File: config.mk
export PLATFORM = sky130hd
export DESIGN_NAME = m_spi_control
export DESIGN_NICKNAME = d
export VERILOG_FILES = /design/src/rtl/m_spi_control.sv
export SDC_FILE = /design/constraint.sdc
export NUM_CORES = 1
export LEC_CHECK = 0
export ABC_CLOCK_PERIOD_IN_PS = 2550
export CAP_MARGIN = 25
export CORE_MARGIN = 3
export CORE_UTILIZATION = 52
export DETAILED_ROUTE_END_ITERATION = 7
export GPL_ROUTABILITY_DRIVEN = 0
export GPL_TIMING_DRIVEN = 0
export PLACE_DENSITY_LB_ADDON = 0.2
export SLEW_MARGIN = 20
export SYNTH_ARGS = -nofsm -noshare
export SYNTH_HDL_FRONTEND = slang
export SYNTH_SLANG_ARGS = --single-unit
File: constraint.sdc
create_clock -name clk -period 2.55 [get_ports clk]
set_input_delay 0.51 -clock clk [delete_from_list [all_inputs] [get_ports clk]]
set_output_delay 0.51 -clock clk [all_outputs]
set_load 0.05 [all_outputs]
File: src/rtl/m_spi_control.sv
// -----------------------------------------------------------------------------
// m_spi_control
// SPI mode-0 master. A single-cycle start request with a parallel word produces
// one SS-framed, MSB-first transfer. The word shifted in on MISO is returned on
// rx_data, and done pulses for one cycle when rx_data updates.
//
// Frame timeline (T = CLK_DIV, E0 = the edge that accepts start):
//   E0                 SS falls, MOSI = MSB
//   E0+(2i-1)T         SCLK rise i, MISO sampled
//   E0+2iT             SCLK fall i, MOSI advances (holds after the last bit)
//   E0+(2N+1)T         SS rises, rx_data updated, done pulses
//   E0+(2N+2)T         busy falls (or the next frame starts if start is high)
//
// Ports:
//   clk      system clock, rising edge
//   rst_n    asynchronous active-low reset
//   start    transfer request, sampled only when idle
//   tx_data  word to send, captured on the accepting edge
//   rx_data  last received word
//   busy     high for the whole frame, including the trailing gap
//   done     one-cycle pulse when rx_data updates
//   SCLK     SPI clock, idles low
//   MOSI     serial data out
//   SS       active-low slave select, idles high
//   MISO     serial data in, ignored while SS is high
// -----------------------------------------------------------------------------
module m_spi_control #(
   parameter int DATA_LENGTH = 8,
   parameter int CLK_DIV     = 4
)(
   input  logic                   clk,
   input  logic                   rst_n,
   input  logic                   start,
   input  logic [DATA_LENGTH-1:0] tx_data,
   output logic [DATA_LENGTH-1:0] rx_data,
   output logic                   busy,
   output logic                   done,
   output logic                   SCLK,
   output logic                   MOSI,
   output logic                   SS,
   input  logic                   MISO
);

   localparam int HW = $clog2(CLK_DIV);
   localparam int BW = $clog2(DATA_LENGTH);
   localparam logic [HW-1:0] H_LAST = HW'(CLK_DIV - 1);
   localparam logic [BW-1:0] B_LAST = BW'(DATA_LENGTH - 1);

   typedef enum logic [2:0] {IDLE, SETUP, XFER, HOLD, GAP} state_t;

   state_t                 state;
   state_t                 state_nxt;
   logic [HW-1:0]          half_cnt;
   logic [BW-1:0]          bit_cnt;
   logic [DATA_LENGTH-1:0] tx_sr;
   logic [DATA_LENGTH-1:0] rx_sr;

   logic tick;
   logic last_bit;
   logic accept;
   logic sclk_rise;
   logic sclk_fall;

   assign tick     = (half_cnt == H_LAST);
   assign last_bit = (bit_cnt == B_LAST);
   // The last gap edge doubles as an idle sample so a held start gives
   // back-to-back frames separated only by the T-cycle gap.
   assign accept    = start && ((state == IDLE) || (state == GAP && tick));
   assign sclk_rise = tick && ((state == SETUP) || (state == XFER && !SCLK));
   assign sclk_fall = tick && (state == XFER) && SCLK;

   always_comb begin
      state_nxt = state;
      case (state)
         IDLE:    if (start) state_nxt = SETUP;
         SETUP:   if (tick) state_nxt = XFER;
         XFER:    if (sclk_fall && last_bit) state_nxt = HOLD;
         HOLD:    if (tick) state_nxt = GAP;
         GAP:     if (tick) state_nxt = start ? SETUP : IDLE;
         default: state_nxt = IDLE;
      endcase
   end

   always_ff @(posedge clk or negedge rst_n) begin
      if (!rst_n) begin
         state    <= IDLE;
         half_cnt <= '0;
         bit_cnt  <= '0;
         SCLK     <= 1'b0;
         SS       <= 1'b1;
         MOSI     <= 1'b0;
         busy     <= 1'b0;
         done     <= 1'b0;
         rx_data  <= '0;
      end else begin
         state <= state_nxt;
         done  <= 1'b0;

         if (state == IDLE || tick)
            half_cnt <= '0;
         else
            half_cnt <= half_cnt + HW'(1);

         if (accept) begin
            SS      <= 1'b0;
            busy    <= 1'b1;
            MOSI    <= tx_data[DATA_LENGTH-1];
            bit_cnt <= '0;
         end

         if (sclk_rise)
            SCLK <= 1'b1;

         if (sclk_fall) begin
            SCLK <= 1'b0;
            // MOSI holds its last bit through HOLD so the slave never sees a
            // data change close to SS rising.
            if (!last_bit) begin
               bit_cnt <= bit_cnt + BW'(1);
               MOSI    <= tx_sr[DATA_LENGTH-2];
            end
         end

         // SS rises a full half-period after the last falling edge, so the
         // slave has already seen its final SCLK rise.
         if (state == HOLD && tick) begin
            SS      <= 1'b1;
            done    <= 1'b1;
            rx_data <= rx_sr;
         end

         if (state == GAP && tick && !start) begin
            busy <= 1'b0;
            MOSI <= 1'b0;
         end
      end
   end

   // Shift registers carry only data; every bit is rewritten within a
   // complete frame before it is observed.
   always_ff @(posedge clk) begin
      if (accept)
         tx_sr <= tx_data;
      else if (sclk_fall)
         tx_sr <= {tx_sr[DATA_LENGTH-2:0], 1'b0};

      if (sclk_rise)
         rx_sr <= {rx_sr[DATA_LENGTH-2:0], MISO};
   end

endmodule

==> impl_metrics.json <==
{
  "slew_headroom_pct": 55.9,
  "slowest_delay_ps": 800,
  "synth.area.top_cells": "dfrtp_1, edfxtp_1, mux2_2, ha_1, a21oi_1",
  "start_util_pct": 57.7,
  "path_cells": "clkdlybuf4s50_1",
  "root_buffer": "clkbuf_4",
  "drc_errors": 0,
  "rsz0062_at_grt": "no",
  "yosys_warnings": 0,
  "r2r_start": "state[0]",
  "cts_tree": "built",
  "grt_pass1_wl_microns": 4230,
  "period_needed_ps": 2180,
  "synth_cells": 107,
  "first_pass_iters": 4,
  "drtIter0Drc": 39,
  "clock_path_buffers": 2,
  "path_buf_inv": 1,
  "slowest_stage": "clkdlybuf4s50_1",
  "worstSkewPairLatency_ps": 330,
  "cts_setup_buffers": 0,
  "leakage_nw": 0.808,
  "pwr_density_cell_nw_per_um2": 1230,
  "required_ps": 2040,
  "cts.htree.levels": 2,
  "finalSetupViolations": 0,
  "finClkSkew_ps": 1.70,
  "core-area_sq_um": 2640,
  "final_hold_viol_count": 0,
  "synth_common_cells": "dfrtp_1, edfxtp_1, mux2_2",
  "synthMostInstantiatedCell": "dfrtp_1",
  "path_clk_slew_ps": 100,
  "worstMarginPinSlew_ps": 658,
  "cts_resized": 0,
  "timing.fmax_ghz": 0.458,
  "first_global_vias": 977,
  "clkSinkCount": 36,
  "antennaDiodeCount": 0,
  "grt_usage_pct": 16.6,
  "crit_family": "buffers and inverters",
  "io_buffers": 24,
  "critPathArrivalTime_ps": 1670,
  "min_path_type": "in2async",
  "dpl.hpwl_microns": 1750,
  "die_width_microns": 60.1,
  "drt-wirelength-per-cell_microns": 14.3,
  "drive_gt1_share_pct": 23.4,
  "io_pins": 25,
  "synth_nets": 123,
  "synth_edf_count": 15,
  "slew_viol_final": 0,
  "cts_made_buffers": 5,
  "path_max_fanout": 2,
  "ys_ff_latch": 36,
  "status": "completed",
  "avgSynthCellArea_sq_um": 14.2,
  "ys.flop_type": "dfrtp_1",
  "final_util_pct": 72.4,
  "routed_wl_microns": 2440,
  "synthDistinctLibCells": 29,
  "ir_worst_vdd_mv": 0.961,
  "die_h_microns": 60.1,
  "postSynth.asyncResetShare_pct": 58.3,
  "cts_hold_buf": 0,
  "num_rows": 18,
  "die_area_sq_um": 3610,
  "synthesis.area_sq_um": 1520,
  "startpoint": "SS",
  "cp-start-kind": "flop",
  "antenna_found_initial": 0,
  "postRouteAntennaNets": 0,
  "fin_tns_setup_ps": 0,
  "layout.nets": 156,
  "max-cap-violations": 0,
  "viasPerCell": 5.50,
  "area_growth_pct": 25.5,
  "synth_top_cell_area_share_pct": 32.9,
  "via_count": 941,
  "critPathKind": "reg2out",
  "yosysSeqAreaShare_pct": 64.3,
  "endpoint_kind": "output port",
  "fin_crit_sh_pct": 85.6,
  "grt_max_degree": 22,
  "grt-ovfl-total": 0,
  "post-synth-top-area-cell": "dfrtp_1"
}
==> state kept, by name (all words and copies together) (netlist names) <==
name      cells
SCLK          1
tx_sr         7
MOSI          1
rx_data       8
bit_cnt       3
state         3
half_cnt      2
rx_sr         8
SS            1
done          1
busy          1
==> final timing paths <==
kind | to | slack [ps] | cells past startpoint
worst max-delay path | SS | 370 | 1
worst min register to register | rx_sr[5] | 460 | 0
min in group clk | rx_sr[5] | 460 | 0
worst min-delay path | SCLK | 410 | 1
worst max register to register | rx_sr[1] | 710 | 4
max in group asynchronous | SS | 1660 | 2
==> layout make-up <==
| type | instances | area [sq um] |
|---|---|---|
| sequential | 36 | 977 |
| fill | 191 | 727 |
| multi-input combinational | 62 | 495 |
| timing repair buffer | 26 | 260 |
| clock buffer | 6 | 51.3 |
| tap | 30 | 37.5 |
| clock inverter | 2 | 33.8 |
| buffer | 4 | 33.8 |
| inverter | 5 | 18.8 |
==> power breakdown <==
group	total (mW)	internal [mW]	switching, mW
logic	1.03	0.393	0.634
registers	0.915	0.813	0.102
clock network	0.405	0.230	0.175
total	2.35	1.44	0.911
==> placed cells by master, fill, tap and decap left out, types with 5 or more instances in the layout <==
cell type / count
nand2_1: 6
clkbuf_4: 5
edfxtp_1: 15
dfrtp_1: 20
a21oi_1: 6
nor2_1: 5
inv_1: 5
mux2_2: 14
clkdlybuf4s50_1: 24
==> per-layer routing <==
metal | GRT usage, % | share of wire, % | routed length [microns]
met2 | 27.0 | 51 | 1250
met5 | 0 | 0 | 0
met3 | 7.78 | 4.3 | 105
met4 | 5.70 | 2.1 | 51
met1 | 19.3 | 42 | 1030
==> cells by family (layout without fill, tap and decap cells) <==
logic type / after synthesis / count (layout) / synth area share [%]
AND/OR/NAND/NOR: 26 / 26 / 10.7
buffers and inverters: 9 / 43 / 3.46
XOR/XNOR: 1 / 1 / 0.576
multiplexers: 15 / 15 / 11.0
flip-flops: 36 / 36 / 64.3
adder cells (fa/ha/maj): 4 / 4 / 3.29
AO/OA/AOI/OAI: 16 / 16 / 6.67
==> through the flow <==
stage | setup slack [ps] | instance area, sq um | power, mW | std cells | hold WS [ps]
2_1_floorplan | 703 | 1520 | 1.64 | 107 | 214
3_3_place_gp | 401 | 1800 | 1.92 | 161 | 428
3_5_place_dp | 363 | 1800 | 1.95 | 161 | 435
4_1_cts | 326 | 1880 | 2.37 | 169 | 455
5_1_grt | 299 | 1910 | 2.50 | 171 | 383
6_report | 368 | 1910 | 2.35 | 171 | 415
No activity file was read; power rests on OpenSTA's default activity.
